==> config.mk <==
export PLATFORM = sky130hd
export DESIGN_NAME = fp_issue_ctrl
export DESIGN_NICKNAME = d
export VERILOG_FILES = /design/src/rtl/fp_pkg.sv /design/src/rtl/fp_issue_wdog.sv /design/src/rtl/fp_issue_ctrl.sv
export SDC_FILE = /design/constraint.sdc
export NUM_CORES = 1
export LEC_CHECK = 0
export BUFFER_PORTS_ARGS = -buffer_cell sky130_fd_sc_hd__buf_4
export CORE_AREA = 10 10 152 154
export CTS_CLUSTER_SIZE = 12
export DETAILED_ROUTE_END_ITERATION = 8
export DIE_AREA = 0 0 162 164
export PLACE_DENSITY = 0.62
export RECOVER_POWER = 50
export SLEW_MARGIN = 20
export SYNTH_ARGS = -nofsm -noshare
export SYNTH_HDL_FRONTEND = slang
export SYNTH_SLANG_ARGS = --single-unit
==> constraint.sdc <==
create_clock -name clk -period 2.3 [get_ports clk]
set_input_delay 0.23 -clock clk [delete_from_list [all_inputs] [get_ports clk]]
set_output_delay 0.23 -clock clk [all_outputs]
set_load 0.1 [all_outputs]
==> src/rtl/fp_pkg.sv <==
// Shared FP datapath types.
// Opcodes, unit error codes and issue-stage states.
package fp_pkg;

    typedef enum logic [2:0] {
        OP_ADD = 3'd0,
        OP_SUB = 3'd1,
        OP_MUL = 3'd2,
        OP_DIV = 3'd3
    } opcode_t;

    typedef logic [2:0] o_err_t;

    localparam o_err_t ERR_NONE = 3'd0;

    typedef enum logic [2:0] {
        IDLE,
        AS_WAIT,
        MUL_STRB,
        MUL_WAIT,
        DIV_WAIT,
        DONE
    } issue_state_t;

    localparam logic [31:0] FP_QNAN = 32'h7FC00000;

endpackage

==> src/rtl/fp_issue_wdog.sv <==
// Issue-stage watchdog counter.
// Saturating cycle count with latency and timeout compares.
module fp_issue_wdog #(
    parameter int DIV_LAT = 30,
    parameter int TIMEOUT = 64,
    parameter int CNT_W   = 7
) (
    input  logic clk,
    input  logic rst,
    input  logic clr,
    input  logic en,
    output logic lat_ok,
    output logic expired
);

    localparam logic [CNT_W-1:0] LAT_C = CNT_W'(DIV_LAT);
    localparam logic [CNT_W-1:0] TMO_C = CNT_W'(TIMEOUT);

    logic [CNT_W-1:0] cnt;

    // count wait cycles, holding at all-ones instead of wrapping
    always_ff @(posedge clk) begin
        if (rst || clr) begin
            cnt <= '0;
        end else if (en && (cnt != '1)) begin
            cnt <= cnt + 1'b1;
        end
    end

    assign lat_ok  = (cnt >= LAT_C);
    assign expired = (cnt == TMO_C);

endmodule

==> src/rtl/fp_issue_ctrl.sv <==
// FP issue stage: routes one op to add/sub, mul or div.
// Captures the result and hands it downstream.
module fp_issue_ctrl
    import fp_pkg::*;
#(
    parameter int DIV_LAT = 30,
    parameter int TIMEOUT = 64,
    parameter int CNT_W   = 7
) (
    input  logic        clk,
    input  logic        rst,
    input  logic        req_valid,
    output logic        req_ready,
    input  opcode_t     req_opc,
    input  logic [31:0] req_a,
    input  logic [31:0] req_b,
    output logic        res_valid,
    input  logic        res_ready,
    output logic [31:0] res_data,
    output o_err_t      res_err,
    output logic        res_timeout,
    output logic        as_op,
    output logic [31:0] as_a,
    output logic [31:0] as_b,
    input  logic [31:0] as_out,
    input  o_err_t      as_err,
    output logic [31:0] mul_a,
    output logic [31:0] mul_b,
    output logic        mul_strb_a,
    output logic        mul_strb_b,
    input  logic        mul_ack_a,
    input  logic        mul_ack_b,
    input  logic [31:0] mul_out,
    input  logic        mul_out_stb,
    output logic        mul_out_ack,
    output logic [31:0] div_a,
    output logic [31:0] div_b,
    output logic        div_ena,
    input  logic        div_busy,
    input  logic [31:0] div_s,
    input  o_err_t      div_err
);

    issue_state_t state, state_d;
    opcode_t      op_q, op_d;
    logic [31:0]  a_q, a_d;
    logic [31:0]  b_q, b_d;

    logic         req_ready_d;
    logic         res_valid_d;
    logic [31:0]  data_d;
    o_err_t       err_d;
    logic         to_d;
    logic         strb_a_d;
    logic         strb_b_d;
    logic         out_ack_d;
    logic         div_ena_d;

    logic         cnt_clr;
    logic         cnt_en;
    logic         lat_ok;
    logic         expired;

    fp_issue_wdog #(
        .DIV_LAT (DIV_LAT),
        .TIMEOUT (TIMEOUT),
        .CNT_W   (CNT_W)
    ) u_wdog (
        .clk     (clk),
        .rst     (rst),
        .clr     (cnt_clr),
        .en      (cnt_en),
        .lat_ok  (lat_ok),
        .expired (expired)
    );

    assign as_op = (op_q == OP_SUB);
    assign as_a  = a_q;
    assign as_b  = b_q;
    assign mul_a = a_q;
    assign mul_b = b_q;
    assign div_a = a_q;
    assign div_b = b_q;

    // next state and next value of every registered output
    always_comb begin
        state_d     = state;
        op_d        = op_q;
        a_d         = a_q;
        b_d         = b_q;
        req_ready_d = req_ready;
        res_valid_d = res_valid;
        data_d      = res_data;
        err_d       = res_err;
        to_d        = res_timeout;
        strb_a_d    = mul_strb_a;
        strb_b_d    = mul_strb_b;
        out_ack_d   = 1'b0;
        div_ena_d   = 1'b0;
        cnt_clr     = 1'b0;
        cnt_en      = 1'b0;

        unique case (state)
            IDLE: begin
                req_ready_d = 1'b1;
                if (req_valid && req_ready) begin
                    req_ready_d = 1'b0;
                    op_d        = req_opc;
                    a_d         = req_a;
                    b_d         = req_b;
                    cnt_clr     = 1'b1;
                    to_d        = 1'b0;
                    err_d       = ERR_NONE;
                    unique case (1'b1)
                        (req_opc == OP_ADD) ||
                        (req_opc == OP_SUB): begin
                            state_d = AS_WAIT;
                        end
                        (req_opc == OP_MUL): begin
                            state_d  = MUL_STRB;
                            strb_a_d = 1'b1;
                            strb_b_d = 1'b1;
                        end
                        (req_opc == OP_DIV): begin
                            state_d   = DIV_WAIT;
                            div_ena_d = 1'b1;
                        end
                        default: begin
                            state_d     = DONE;
                            data_d      = FP_QNAN;
                            res_valid_d = 1'b1;
                        end
                    endcase
                end
            end
            AS_WAIT: begin
                data_d      = as_out;
                err_d       = as_err;
                res_valid_d = 1'b1;
                state_d     = DONE;
            end
            MUL_STRB: begin
                cnt_en   = 1'b1;
                strb_a_d = mul_strb_a && !mul_ack_a;
                strb_b_d = mul_strb_b && !mul_ack_b;
                if (expired) begin
                    strb_a_d    = 1'b0;
                    strb_b_d    = 1'b0;
                    data_d      = FP_QNAN;
                    err_d       = ERR_NONE;
                    to_d        = 1'b1;
                    res_valid_d = 1'b1;
                    state_d     = DONE;
                end else if (!strb_a_d && !strb_b_d) begin
                    state_d = MUL_WAIT;
                end
            end
            MUL_WAIT: begin
                cnt_en = 1'b1;
                if (mul_out_stb) begin
                    data_d      = mul_out;
                    err_d       = ERR_NONE;
                    out_ack_d   = 1'b1;
                    res_valid_d = 1'b1;
                    state_d     = DONE;
                end else if (expired) begin
                    data_d      = FP_QNAN;
                    err_d       = ERR_NONE;
                    to_d        = 1'b1;
                    res_valid_d = 1'b1;
                    state_d     = DONE;
                end
            end
            DIV_WAIT: begin
                cnt_en = 1'b1;
                if (lat_ok && !div_busy) begin
                    data_d      = div_s;
                    err_d       = div_err;
                    res_valid_d = 1'b1;
                    state_d     = DONE;
                end else if (expired) begin
                    data_d      = FP_QNAN;
                    err_d       = ERR_NONE;
                    to_d        = 1'b1;
                    res_valid_d = 1'b1;
                    state_d     = DONE;
                end
            end
            DONE: begin
                if (res_ready) begin
                    res_valid_d = 1'b0;
                    req_ready_d = 1'b1;
                    state_d     = IDLE;
                end
            end
            default: begin
                state_d = IDLE;
            end
        endcase
    end

    // state, operand and output registers
    always_ff @(posedge clk) begin
        if (rst) begin
            state       <= IDLE;
            op_q        <= OP_ADD;
            a_q         <= '0;
            b_q         <= '0;
            req_ready   <= 1'b0;
            res_valid   <= 1'b0;
            res_data    <= '0;
            res_err     <= ERR_NONE;
            res_timeout <= 1'b0;
            mul_strb_a  <= 1'b0;
            mul_strb_b  <= 1'b0;
            mul_out_ack <= 1'b0;
            div_ena     <= 1'b0;
        end else begin
            state       <= state_d;
            op_q        <= op_d;
            a_q         <= a_d;
            b_q         <= b_d;
            req_ready   <= req_ready_d;
            res_valid   <= res_valid_d;
            res_data    <= data_d;
            res_err     <= err_d;
            res_timeout <= to_d;
            mul_strb_a  <= strb_a_d;
            mul_strb_b  <= strb_b_d;
            mul_out_ack <= out_ack_d;
            div_ena     <= div_ena_d;
        end
    end

endmodule

==> summary.txt <==
Global routing
  • Grt met3 use: 0.0771
  • Global route total overflow: 0
  • Met2 Use GR: 0.322
  • GR peak layer: met2
  • Met1 Resource Use GR: 0.198
  • First-pass GRT wire length: 38.3 mm
  • Initial antenna violation count: 1
  • Pin count of the biggest net entering global routing: 68
  • Vias in the first global route: ~6,500
  • Global-route total usage across every layer: 0.184

Timing
  • Worst slew pin tran: 1.27 ns
  • Max-slew headroom: 0.159
  • Final hold vios: 0
  • Min Tclk post-route: 2.04 ns
  • Final max-slew violation count: 0
  • Final setup violation count: 0
  • Fmax achieved: 0.491 GHz
  • RSZ-0062 raised after global routing: false
  • Tcrit/Tclk final: 0.886
  • Setup Skew: roughly 0.011 ns
  • Setup tns final: 0 ns

Place
  • GP Congestion: between 0.8 and 0.9
  • Number of port buffers: 411
  • Dpl hpwl: 20.9 mm

Synthesis
  • Main synth FF type: dfxtp_1
  • Post-synth EDFFs: 0
  • Cell Area, Synth: between 6000 and 7000 µm²
  • Post-synthesis register bit count: 119
  • YS warnings: 0
  • Post-synthesis sequential area ratio: 0.379
  • Avg Synthesized Cell Area: a little under 8 µm²
  • Post-synth ARST share: 0
  • Yosys cell types: 49
  • Cells after synthesis: 802
  • Post-Syn Nets: 983

Power
  • Max IR drop VDD: 0.991 mV
  • Leakage: around 3.5 nW
  • Power Density: around 1400 nW/µm²
  • Power, Total: 12.1 mW

Floorplanning
  • Initial Utilization: 0.314
  • Die height: between 150 and 200 µm
  • Width of the die: 162 µm
  • Die ar.: 26,600 µm²
  • Row count: 52
  • Core Area: 20,000 µm²
  • # IOs: 412

CTS
  • Root Driver: clkbuf_16
  • TritonCTS clock tree: built
  • H-tree levels: 4
  • Num CTS Buffers: 17
  • Clock-pin slew on the worst setup and hold paths: around 0.06 ns
  • Clock Latency Late Sink: between 0.4 and 0.5 ns
  • Sink Count: 119
  • Longest Clk Path Bufs: 2

Finish
  • Multi-input gate area: 2690 µm²
  • Most frequent cells in the layout: buf_4 (253), nand2_1 (164), clkbuf_1 (163)
  • Layout cell share with drive strength beyond 1: 0.303
  • Commonest non-fill, non-tap cell in the layout: buf_4
  • Final Util: 0.434
  • Fill count: 2,261
  • Area grow syn2layout: 38.3%
  • Nets: 1,253
  • Register area: 2380 µm²

Route
  • Drt pass-1 iters: 5
  • DRC violations left: 0
  • Post-route ant nets: 0
  • Vias per cell: 4.79
  • Wire length per cell: 19.4 µm
  • Vias: 6,493
  • Post-Route WL: about 26 mm
  • Iteration-0 DRC Markers: 298

Setup path
  • Worst Reg-to-Reg Cells: 7
  • Worst Setup SP: u_wdog.cnt[2]$_SDFFE_PP0P_
  • Reg2Reg Setup Slack: 0.26 ns
  • Max stage delay on crit path: 0.42 ns
  • CP required: 2.60 ns
  • Worst r2r src: u_wdog.cnt[2]$_SDFFE_PP0P_
  • Kind of cell adding the most delay to the critical path: compound AO/OA/AOI/OAI gates
  • Critical Path Slowest Stage Cell: dfxtp_1
  • CP Launch Type: flip-flop
  • Worst path depth: 7
  • CP endpoint: res_data[0]$_SDFFE_PP0P_
  • Worst path most repeated cell: buf_4
  • Setup crit end kind: flip-flop
  • Cells along the critical path: nand3_1 > buf_4 > o311ai_2 > nand2_1 > buf_4 > a2111oi_0 > nor3_1
  • WP buf/inv: 2
  • R2r endpoint: res_data[0]$_SDFFE_PP0P_
  • Crit path kind: flip-flop to flip-flop
  • WP data arrival: 2.34 ns
  • Crit path max fanout: 14

Min path
  • Hold Path Class: input port to flip-flop
  • Hold path startpoint: div_s[18]

Run
  • Max-cap violations: 0

Status
  • Outcome: complete, no violations
## where the power goes
part	internal [mW]	switching [mW]
sequential	2.39	0.309
clock	1.77	1.03
combinational	1.14	5.50
total	5.30	6.83
## repair_timing
action | in CTS | in global routing
endpoints found under the setup margin | 0 | 7
buffers inserted | 0 | 0
resized for setup | 0 | 3
hold buffers | 0 | 0
## stage by stage
stage | instances | worst slack [ns] | hold slack, ns | cell area [µm²]
2_1_floorplan | 802 | 0.109 | 0.366 | 6300
3_3_place_gp | 1323 | 0.242 | 0.446 | 8720
3_5_place_dp | 1323 | 0.182 | 0.450 | 8720
4_1_cts | 1355 | 0.168 | 0.0267 | 9340
5_1_grt | 1356 | 0.0680 | 0.0340 | 8700
6_report | 1356 | 0.262 | 0.0430 | 8700
## cell usage after synthesis (all sizes together), types with 3 or more instances
| library cell | count | area share |
|---|---|---|
| a2111oi | 15 | 0.022 |
| a22oi | 21 | 0.025 |
| nor3 | 28 | 0.022 |
| a21oi | 101 | 0.081 |
| clkbuf | 38 | 0.023 |
| nor4 | 9 | 0.0089 |
| buf | 144 | 0.17 |
| nor2 | 59 | 0.036 |
| inv | 7 | 0.0042 |
| or3 | 3 | 0.0030 |
| dfxtp | 119 | 0.38 |
| a211oi | 11 | 0.013 |
| o21ai | 12 | 0.0095 |
| nand2b | 7 | 0.0070 |
| a221oi | 23 | 0.042 |
| ha | 4 | 0.0080 |
| nand2 | 165 | 0.098 |
| nand3 | 4 | 0.0032 |
| xor2 | 3 | 0.0042 |
| and2 | 4 | 0.0040 |
## cells by family after synthesis
logic type,count (synthesis),synth area share
xor gates and xnor gates,4,0.00557
buffers and inverters,189,0.196
adders and majority gates,4,0.00795
DFF,119,0.379
and+or+nand+nor,290,0.198
AOI/OAI and AO/OA,196,0.214
## tightest hold or removal path: cells and delay by family
family,cells,cell delay [ns]
compound gates,1,0.05
buf+inv,1,0.08
simple gates,1,0.07
## final cells by class
class                           count  area share
Sequential cell                   119       0.274
Multi-Input combinational cell    494       0.309
Antenna cell                        1    0.000288
Tap cell                          270      0.0388
Clock buffer                       19      0.0520
Clock inverter                     13      0.0194
Inverter                            7     0.00302
Timing Repair Buffer              433       0.304
## registers in the layout (all words and copies together), names as in the netlist, 3 cells and up
name        cells
res_data       32
state           3
u_wdog.cnt      7
as_a           32
op_q            3
as_b           32
res_err         3
## worst min path at each step
stage,endpoint,slack [ns],cells after the start
after CTS,res_data[31]$_SDFFE_PP0P_,0.03,3
after detailed placement,op_q[0]$_SDFFE_PP0P_,0.45,2
after global placement,op_q[0]$_SDFFE_PP0P_,0.45,2
final,res_data[18]$_SDFFE_PP0P_,0.04,3
after global routing,res_data[17]$_SDFFE_PP0P_,0.03,3
after floorplan,res_data[13]$_SDFFE_PP0P_,0.37,2
## routing by layer
layer,wire length [µm],part of all wire
met2,13500,0.51
met5,0,0
met3,2460,0.094
met1,9810,0.37
met4,483,0.018
No activity file was read; power rests on OpenSTA's default activity.
